`config.mk`:
```
export PLATFORM = sky130hd
export DESIGN_NAME = stream_to_3d_array
export DESIGN_NICKNAME = d
export VERILOG_FILES = /design/src/rtl/array_ops_pkg.sv /design/src/rtl/stream_array_bank.sv /design/src/rtl/stream_to_3d_array.sv
export SDC_FILE = /design/constraint.sdc
export NUM_CORES = 1
export LEC_CHECK = 0
export CORE_UTILIZATION = 40
export DETAILED_ROUTE_END_ITERATION = 10
export PLACE_DENSITY = 0.7
export SKIP_LAST_GASP = 1
export SLEW_MARGIN = 30
export SYNTH_ARGS = -nofsm -noshare
export SYNTH_HDL_FRONTEND = slang
export SYNTH_SLANG_ARGS = --single-unit
export TNS_END_PERCENT = 10
```
`constraint.sdc`:
```
create_clock -name clk -period 2.46 [get_ports clk]
set_clock_uncertainty 0.15 [all_clocks]
set_input_delay 0.246 -clock clk [delete_from_list [all_inputs] [get_ports clk]]
set_output_delay 0.246 -clock clk [all_outputs]
set_load 0.005 [all_outputs]
```
`src/rtl/array_ops_pkg.sv`:
```
// Shared types and index helpers for streaming array assembly.
// Latency: n/a (types and constant functions only).
// Backpressure: n/a.
package array_ops_pkg;

  typedef enum logic {
    ORDER_ROW_FAST = 1'b0,
    ORDER_COL_FAST = 1'b1
  } order_e;

  typedef enum logic {
    ST_FILL = 1'b0,
    ST_FULL = 1'b1
  } fill_state_e;

  function automatic int beats_per_frame(input int rows, input int cols, input int lanes);
    return (rows * cols) / lanes;
  endfunction

  // Row that element k of a frame lands in.
  function automatic int elem_row(input int k, input order_e order, input int rows, input int cols);
    return (order == ORDER_ROW_FAST) ? (k % rows) : (k / cols);
  endfunction

  // Column that element k of a frame lands in.
  function automatic int elem_col(input int k, input order_e order, input int rows, input int cols);
    return (order == ORDER_ROW_FAST) ? (k / rows) : (k % cols);
  endfunction

  // Inverse mapping: which stream element feeds out[row][col]. Elaboration-time only.
  function automatic int elem_index(input int row, input int col, input order_e order,
                                    input int rows, input int cols);
    int idx;
    idx = 0;
    for (int k = 0; k < rows * cols; k++) begin
      if (elem_row(k, order, rows, cols) == row && elem_col(k, order, rows, cols) == col) begin
        idx = k;
      end
    end
    return idx;
  endfunction

endpackage

```
`src/rtl/stream_array_bank.sv`:
```
// One ROWS x COLS register bank plus the fill order latched on the frame's first beat.
// Latency: an element is visible the cycle after the beat carrying it is written.
// Backpressure: none; writes whenever we is high, the caller owns flow control.
module stream_array_bank
  import array_ops_pkg::*;
#(
  parameter int BIT_WIDTH = 4,
  parameter int ROWS      = 8,
  parameter int COLS      = 8,
  parameter int LANES     = 2,
  parameter int BW        = 5
) (
  input  logic                       clk,
  input  logic                       rst_n,
  input  logic                       we,
  input  logic [BW-1:0]              beat,
  input  logic                       order,
  input  logic [LANES*BIT_WIDTH-1:0] data,
  output logic [BIT_WIDTH-1:0]       arr [ROWS][COLS]
);

  logic                 order_q;
  logic                 eff_order;
  logic                 hit [ROWS][COLS];
  logic [BIT_WIDTH-1:0] din [ROWS][COLS];

  // The first beat of a frame steers itself with the live order bit.
  assign eff_order = (beat == '0) ? order : order_q;

  // Latch the frame's fill order on its first beat.
  always_ff @(posedge clk or negedge rst_n) begin
    if (!rst_n) begin
      order_q <= ORDER_ROW_FAST;
    end else if (we && beat == '0) begin
      order_q <= order;
    end
  end

  // Each element knows, per order, which beat and lane feed it.
  for (genvar r = 0; r < ROWS; r++) begin : g_row
    for (genvar c = 0; c < COLS; c++) begin : g_col
      localparam int K0 = elem_index(r, c, ORDER_ROW_FAST, ROWS, COLS);
      localparam int K1 = elem_index(r, c, ORDER_COL_FAST, ROWS, COLS);
      localparam logic [BW-1:0] B0 = BW'(K0 / LANES);
      localparam logic [BW-1:0] B1 = BW'(K1 / LANES);
      localparam int L0 = K0 % LANES;
      localparam int L1 = K1 % LANES;

      assign hit[r][c] = we && ((eff_order == ORDER_COL_FAST) ? (beat == B1) : (beat == B0));
      assign din[r][c] = (eff_order == ORDER_COL_FAST) ? data[L1*BIT_WIDTH +: BIT_WIDTH]
                                                       : data[L0*BIT_WIDTH +: BIT_WIDTH];
    end
  end

  // Element storage: cleared on reset, written when its beat arrives.
  always_ff @(posedge clk or negedge rst_n) begin
    if (!rst_n) begin
      for (int r = 0; r < ROWS; r++) begin
        for (int c = 0; c < COLS; c++) begin
          arr[r][c] <= '0;
        end
      end
    end else begin
      for (int r = 0; r < ROWS; r++) begin
        for (int c = 0; c < COLS; c++) begin
          if (hit[r][c]) begin
            arr[r][c] <= din[r][c];
          end
        end
      end
    end
  end

endmodule

```
`src/rtl/stream_to_3d_array.sv`:
```
// Assembles LANES-wide beats into a registered ROWS x COLS array; STREAM_ARRAY_DOUBLE_BUFFER_EN adds a second bank.
// Latency: out_valid rises the cycle after the final beat's handshake.
// Backpressure: in_ready drops while the array (both banks when double-buffered) waits for out_ready.
module stream_to_3d_array
  import array_ops_pkg::*;
#(
  parameter int BIT_WIDTH = 4,
  parameter int ROWS      = 8,
  parameter int COLS      = 8,
  parameter int LANES     = 2
) (
  input  logic                       clk,
  input  logic                       rst_n,
  input  logic [LANES*BIT_WIDTH-1:0] in_data,
  input  logic                       in_valid,
  output logic                       in_ready,
  input  logic                       in_last,
  input  logic                       in_order,
  output logic [BIT_WIDTH-1:0]       out [ROWS][COLS],
  output logic                       out_valid,
  input  logic                       out_ready,
  output logic                       frame_err
);

  localparam int BEATS = beats_per_frame(ROWS, COLS, LANES);
  localparam int BW    = (BEATS > 1) ? $clog2(BEATS) : 1;
  localparam logic [BW-1:0] LAST_BEAT = BW'(BEATS - 1);

  if ((ROWS * COLS) % LANES != 0) begin : g_lane_check
    $fatal(1, "stream_to_3d_array: ROWS*COLS must be a multiple of LANES");
  end

  logic [BW-1:0] beat;
  logic          wr;
  logic          last_beat;

  assign wr        = in_valid & in_ready;
  assign last_beat = (beat == LAST_BEAT);

  // Beat position within the frame; frames always end by count.
  always_ff @(posedge clk or negedge rst_n) begin
    if (!rst_n) begin
      beat <= '0;
    end else if (wr) begin
      beat <= last_beat ? '0 : beat + 1'b1;
    end
  end

  // Flag a beat whose in_last disagrees with the count; data is kept regardless.
  always_ff @(posedge clk or negedge rst_n) begin
    if (!rst_n) begin
      frame_err <= 1'b0;
    end else begin
      frame_err <= wr & (in_last ^ last_beat);
    end
  end

`ifdef STREAM_ARRAY_DOUBLE_BUFFER_EN

  logic [1:0]           full, full_nxt;
  logic                 fill_sel, fill_sel_nxt;
  logic                 front_sel, front_sel_nxt;
  logic [BIT_WIDTH-1:0] arr0 [ROWS][COLS];
  logic [BIT_WIDTH-1:0] arr1 [ROWS][COLS];

  assign in_ready  = ~(full[0] & full[1]);
  assign out_valid = full[front_sel];

  // Bank bookkeeping: the front only moves to a full back bank, so out holds
  // the last frame while the next one is still filling.
  always_comb begin
    full_nxt      = full;
    fill_sel_nxt  = fill_sel;
    front_sel_nxt = front_sel;
    if (out_valid && out_ready) begin
      full_nxt[front_sel] = 1'b0;
    end
    if (wr && last_beat) begin
      full_nxt[fill_sel] = 1'b1;
      fill_sel_nxt       = ~fill_sel;
    end
    if (!full_nxt[front_sel] && full_nxt[~front_sel]) begin
      front_sel_nxt = ~front_sel;
    end
  end

  // Bank state registers.
  always_ff @(posedge clk or negedge rst_n) begin
    if (!rst_n) begin
      full      <= 2'b00;
      fill_sel  <= 1'b0;
      front_sel <= 1'b0;
    end else begin
      full      <= full_nxt;
      fill_sel  <= fill_sel_nxt;
      front_sel <= front_sel_nxt;
    end
  end

  stream_array_bank #(
    .BIT_WIDTH(BIT_WIDTH), .ROWS(ROWS), .COLS(COLS), .LANES(LANES), .BW(BW)
  ) u_bank0 (
    .clk(clk), .rst_n(rst_n), .we(wr & ~fill_sel), .beat(beat),
    .order(in_order), .data(in_data), .arr(arr0)
  );

  stream_array_bank #(
    .BIT_WIDTH(BIT_WIDTH), .ROWS(ROWS), .COLS(COLS), .LANES(LANES), .BW(BW)
  ) u_bank1 (
    .clk(clk), .rst_n(rst_n), .we(wr & fill_sel), .beat(beat),
    .order(in_order), .data(in_data), .arr(arr1)
  );

  // Present the front bank.
  always_comb begin
    for (int r = 0; r < ROWS; r++) begin
      for (int c = 0; c < COLS; c++) begin
        out[r][c] = front_sel ? arr1[r][c] : arr0[r][c];
      end
    end
  end

`else

  fill_state_e state, state_nxt;

  // FILL/FULL state register.
  always_ff @(posedge clk or negedge rst_n) begin
    if (!rst_n) begin
      state <= ST_FILL;
    end else begin
      state <= state_nxt;
    end
  end

  // Next state and handshake outputs.
  always_comb begin
    state_nxt = state;
    in_ready  = 1'b0;
    out_valid = 1'b0;
    case (state)
      ST_FILL: begin
        in_ready = 1'b1;
        if (in_valid && last_beat) begin
          state_nxt = ST_FULL;
        end
      end
      ST_FULL: begin
        out_valid = 1'b1;
        if (out_ready) begin
          state_nxt = ST_FILL;
        end
      end
      default: state_nxt = ST_FILL;
    endcase
  end

  stream_array_bank #(
    .BIT_WIDTH(BIT_WIDTH), .ROWS(ROWS), .COLS(COLS), .LANES(LANES), .BW(BW)
  ) u_bank (
    .clk(clk), .rst_n(rst_n), .we(wr), .beat(beat),
    .order(in_order), .data(in_data), .arr(out)
  );

`endif

endmodule

```
# == Yosys cells after proc, flatten, opt, wreduce, memory -nomap -nowiden ==
# Index checks and enable logic that the tools add are counted.
# totals
input_bits,14
ff_bits,264
# op_classes
n_eq_ne,31
add_sub_neg,1
mux,65
n_bitwise,4
reduce_logical,66
# op_table
op,n
$eq 5x5->1 const B,16
$logic_and 1x1->1,65
$mux 1,61
$eq 5x4->1 const B,8
$eq 5x3->1 const B,4
$eq 5x2->1 const B,2
$mux 4,2
$add 5x1->5 const B,1
$eq 5x1->1 const B,1
$logic_not 5->1,1
$mux 5,1
$and 1x1->1,2
$pmux 1 s2,1
$not 1->1,1
$xor 1x1->1,1

# == Logic depth before layout (Yosys ltp) ==
# depth
word_depth,4
depth_mapped,9
depth_no_buf,7

# == Modules after synthesis ==
# Synthesis repeated with hierarchy kept, for this count alone.
# hier_totals
hier_cells,891
hier_area_um2,10864.2
# by_module_without_submodules
mod,n_inst,area_each_um2,cells_each
stream_array_bank,1,10503.8,856
stream_to_3d_array,1,360.3,35

# == Worst setup path after synthesis ==
# Ideal clock, no wire load.
# synth_path
path_kind,register -> register
from,reg beat[0]
to,reg u_bank.arr[164] (netlist name)
arrival_time_ns,2.237
required_ns,2.185
path_buffers,1
stages_incl_launch_ff,9
synth_period_minus_slack_ns,2.512
slack_ns,-0.052
cell_sequence,dfrtp_1 inv_1 ha_1 nor4b_4 mux2i_1 buf_2 nor2_1 o21ai_1 mux2_2
# synth_between
elab_chain_cells,4
elab_cells_between_ends,6
classes_between,eq/ne: 2; mux: 2; reduce/logical: 2
# synth_rtl
element,line,rtl
"start, declared",stream_to_3d_array.sv:33,logic [BW-1:0] beat;
"start signal, assigned",stream_to_3d_array.sv:45,beat <= last_beat ? '0 : beat + 1'b1;
$logic_not 5->1,stream_array_bank.sv:28,assign eff_order = (beat == '0) ? order : order_q;
$mux 1,stream_array_bank.sv:28,
$mux 1 (*),stream_array_bank.sv:49,assign hit[r][c] = we && ((eff_order == ORDER_COL_FAST) ? (beat == B1) : (beat == B0));
$logic_and 1x1->1 (*),stream_array_bank.sv:49,
"end signal, assigned by index",stream_array_bank.sv:67,arr[r][c] <= din[r][c];
"end, declared",stream_array_bank.sv:19,output logic [BIT_WIDTH-1:0] arr [ROWS][COLS]
# Every way passes the cells marked *; elsewhere a longest branch is shown, timed or not.
# A chain may end at the register's enable or synchronous reset.

# == Worst setup path after layout ==
# layout_path
from,reg beat[0]
to,reg u_bank.arr[93] (netlist name)
# layout_between
elab_chain_cells,4
elab_cells_between_ends,7
classes_between,eq/ne: 2; mux: 3; reduce/logical: 2
# layout_rtl
element,line
$logic_not 5->1,stream_array_bank.sv:28
$mux 1,stream_array_bank.sv:28
$mux 1,stream_array_bank.sv:49
$logic_and 1x1->1,stream_array_bank.sv:49
# Parallel ways exist; a longest one is shown, timed or not.

==> impl_summary.txt <==
----------------------------------------------------
[Die]
  Top Ports ... roughly 270
  Die boundary height ... about 170 µm
  Core Box Area ... approximately 0.027 mm²
  Starting density of the core ... around 41%
  Chip width ... around 170 µm
  Die Footprint ... approximately 0.028 mm²
  Count of standard-cell rows ... 60

[Synthesis]
  Post-synthesis mux area share ... 24.6%
  XOR/XNOR Fraction of Synth Area ... 0.0804%
  Number of flops mapped to enable cells by yosys ... 0
  Top post-synthesis cells by area ... sky130_fd_sc_hd__dfrtp_1, sky130_fd_sc_hd__mux2_2, sky130_fd_sc_hd__nand2_1
  Area of the mapped netlist ... ~0.011 mm²
  Most numerous cell types in the synthesized netlist ... sky130_fd_sc_hd__dfrtp_1, sky130_fd_sc_hd__mux2_2, sky130_fd_sc_hd__nand2_1, sky130_fd_sc_hd__nor2_1, sky130_fd_sc_hd__clkbuf_1
  Compound-gate portion of the synthesized area ... about 5.3%
  Synthesized-area fraction occupied by and/or/nand/nor cells ... 7.01%
  Synthesized-area fraction occupied by adder cells ... 0.689%
  Total number of yosys warnings ... 0
  Yosys reg bits ... around 260
  Share of synthesized flip-flops with an asynchronous set or reset ... between 90% and 100%
  Area fraction of the dominant cell type after synthesis ... a little over 60%
  Cell type contributing the most total cell area after synthesis ... sky130_fd_sc_hd__dfrtp_1
  Largest family of logic cells by synthesized area ... multiplexers
  Most frequent cell after synthesis ... sky130_fd_sc_hd__dfrtp_1
  Gate count of the mapped netlist ... 796
  Mean instance size in the synthesized netlist ... 13.7 µm²
  Most common flop cell mapped by yosys ... sky130_fd_sc_hd__dfrtp_1
  Portion of the post-synthesis area used by sequential elements ... 60.7%
  Net Count, Synth ... between 800 and 900
  Post-synthesis cell type count ... 49

[Critical path]
  RR Startpoint ... beat[0]$_DFFE_PN0P_
  Slowest Stage Delay on Critical Path ... ~0.42 ns
  Crit-path cells ... inv_2 -> ha_4 -> nor4b_4 -> mux2i_2 -> buf_4 -> or3_1 -> o31ai_4 -> mux2_2
  Endpoint arrival time on the critical path ... about 2.7 ns
  Element type at the critical path start ... flop
  Minimum setup slack among reg-to-reg paths ... around 0.013 ns
  Maximum fanout along the worst path ... 8
  Critical path origin ... beat[0]$_DFFE_PN0P_
  Cell with the biggest individual delay on the critical path ... sky130_fd_sc_hd__or3_1
  Type of the worst setup path ... flop to flop
  Family with the most delay on the worst path ... simple AND/OR/NAND/NOR gates
  Type of destination of the critical path ... flop
  Required time reported for the critical path endpoint ... around 2.7 ns
  Sum of buffers and inverters on the critical path ... 2

[STA]
  Count of final max-slew check failures ... 0
  Final worst setup slack ... 0.0126 ns
  Final Critical Period ... 2.45 ns
  Upper clock frequency limit ... 409 MHz
  Slew HR ... between 50% and 60%
  Sum of negative setup slack ... 0 ns
  Setup violators final ... 0
  Period utilization ... just under 100%
  RSZ-0062 raised after global routing ... yes
  Final Hold Violating Endpoints ... 0
  Slew at the pin closest to its max-slew limit ... approximately 0.63 ns

[Placed design]
  # placed instances ... 1481
  Quantity of I/O buffers inserted on ports ... approximately 270
  Area after detailed placement ... 0.0149 mm²
  Place WS ... -0.0777 ns
  Routability cong. ... between 0.9 and 1
  Detailed Place HPWL ... roughly 24000 µm

[Finish]
  Growth of design area from synthesis to finish ... 46.9%
  Count of fill cells added during filler insertion ... 2142
  Register Area ... ~0.0066 mm²
  Layout Nets ... 1192
  Proportion of layout cells with a drive suffix above 1 ... 33.7%
  Area taken by multi-input logic gates ... between 0.004 and 0.005 mm²
  Final antenna diode count ... 0
  Final Non-Filler Cells ... 1534
  Summed area of non-filler cells in the final layout ... about 0.016 mm²

[Clocking]
  Clock transition at the register clock pins on the worst setup and hold paths after CTS ... approximately 0.07 ns
  CTS tree ... done
  H-tree level count ... 1
  Clock Root Buffer ... sky130_fd_sc_hd__clkbuf_16
  Inserted Clock Buffers ... 28
  Buffers from clock root to sink, at most ... 3
  Source-to-sink clock delay at the later pin of the worst-skew pair ... around 0.55 ns
  Number of clock sinks ... around 260

[GRT]
  Largest net degree at the start of global routing ... between 70 and 80
  Via count of the first global-routing pass ... 8154
  Antenna violations before repair ... 0
  Overflow left after global routing ... 0
  Wire length of the first global-routing pass ... slightly below 50000 µm
  Global-route usage over all layers ... 23.0%

[Run]
  Max_cap viols ... 0

[Pwr]
  Static leakage ... ~7.2 nW
  Max IR drop VDD ... 0.000718 V
  Pwr per Cell Area ... between 1000 and 1500 mW/mm²
  Overall power after layout ... between 15 and 20 mW

[Drt]
  Number of vias in the routed layout ... roughly 8000
  Met3 Routed Length ... ~2500 µm
  Detailed-router iteration count before antenna repair ... 5
  Met1 routed wirelength after detailed routing ... approximately 14000 µm
  Number of remaining DRC errors ... 0
  Drt initial violations ... roughly 480
  Via-to-Cell Ratio ... about 5.2
  Met2 Wirelength ... about 15000 µm
  Post-detailed-routing wire length ... 32000 µm
  Mean routed wirelength per cell ... approximately 21 µm
  DRT antenna net count ... 0
  Uppermost signal routing layer after detailed routing ... met4

[Run status]
  Run status ... finished, final reports clean

[Min path]
  Min-Delay Path Class ... input pin to asynchronous set/reset pin

----------------------------------------------------
==> worst paths after layout <==
path                                                to  cells after the start
min                         u_bank.arr[34]$_DFFE_PN0P_                      2
max                         u_bank.arr[93]$_DFFE_PN0P_                      8
max in group asynchronous  u_bank.arr[175]$_DFFE_PN0P_                      3
max reg2reg                 u_bank.arr[93]$_DFFE_PN0P_                      8
min in group clk                       state$_DFF_PN0_                      2
min reg2reg                u_bank.arr[202]$_DFFE_PN0P_                      1
==> state kept, by name, summed over array words and instances (netlist names) <==
name	count
u_bank.arr	256
beat	5
frame_err	1
state	1
u_bank.order_q	1
==> worst reg2reg max path: cells and delay by family, from the launching register on <==
family / cells / cell delay, ns
simple gates: 2 / 0.72
mux: 2 / 0.53
flops: 1 / 0.39
buf+inv: 2 / 0.29
fa+ha+maj: 1 / 0.13
compound gates: 1 / 0.11
==> layout by cell type, fill, tap and decap left out, types with 2 or more instances in the layout <==
master                              n
sky130_fd_sc_hd__a31oi_1           24
sky130_fd_sc_hd__ha_1               5
sky130_fd_sc_hd__o22ai_1            2
sky130_fd_sc_hd__nand2_2            3
sky130_fd_sc_hd__and2_1             3
sky130_fd_sc_hd__mux2_4            11
sky130_fd_sc_hd__o31ai_4            4
sky130_fd_sc_hd__nand2_1           64
sky130_fd_sc_hd__and3_1             3
sky130_fd_sc_hd__clkinv_2           3
sky130_fd_sc_hd__o21ai_0           15
sky130_fd_sc_hd__inv_1              3
sky130_fd_sc_hd__nand3_1            6
sky130_fd_sc_hd__clkdlybuf4s50_1  271
sky130_fd_sc_hd__buf_4             92
sky130_fd_sc_hd__nor3_1             7
sky130_fd_sc_hd__a21oi_1           16
sky130_fd_sc_hd__bufinv_16          5
sky130_fd_sc_hd__nor2_1            52
sky130_fd_sc_hd__o21ai_1            8
sky130_fd_sc_hd__buf_6              2
sky130_fd_sc_hd__mux2_2           207
sky130_fd_sc_hd__nand2b_1           6
sky130_fd_sc_hd__dfrtp_1          263
sky130_fd_sc_hd__clkbuf_8           9
sky130_fd_sc_hd__inv_2              2
sky130_fd_sc_hd__clkbuf_16         29
sky130_fd_sc_hd__mux2i_2            2
sky130_fd_sc_hd__clkbuf_1           3
sky130_fd_sc_hd__nand3b_1           3
sky130_fd_sc_hd__or3_1              5
sky130_fd_sc_hd__buf_12            13
sky130_fd_sc_hd__or2_2              2
sky130_fd_sc_hd__nor2b_1            5
sky130_fd_sc_hd__mux2_1            15
==> where the power goes <==
group / internal [mW] / total (mW) / switching [mW]
logic: 5.01 / 7.85 / 2.85
clock network: 2.94 / 4.69 / 1.75
registers: 6.16 / 7.20 / 1.04
==> timing repair <==
action,4_1_cts,5_1_grt
cloned,0,0
hold buffers,1,0
setup buffers,0,1
setup endpoints to repair,17,164
resized for setup,1,20
pin swaps,0,2
hold endpoints to repair,69,0
==> metal layers <==
layer	global-route usage (%)	vias up
met5	0	-
met4	6.52	0
met3	6.58	49
met2	35.9	306
met1	31.3	4042
li1	-	3575
==> stage by stage <==
step	utilization, %	hold slack, ns
after floorplan	-	-0.200
after global placement	55.4	0.119
after detailed placement	55.4	0.124
after CTS	59.4	0.107
after global routing	59.7	0.110
final	59.7	0.112
==> cell families after synthesis <==
logic type               count (synthesis)
AO/OA/AOI/OAI                           81
XOR/XNOR                                 1
adder cells (fa/ha/maj)                  6
buffers and inverters                   40
flip-flops                             264
multiplexers                           237
AND/OR/NAND/NOR                        167
==> cell type report <==
cell class              instances  share of cell area (%)
inverters                       6                   0.141
multi-input cells             492                    26.2
clock buffers                  41                    5.38
well taps                     341                    2.67
repair buffers                380                    23.2
clock inverters                10                    1.13
flip-flops and latches        264                    41.3
Power figures use the tool's default switching activity.
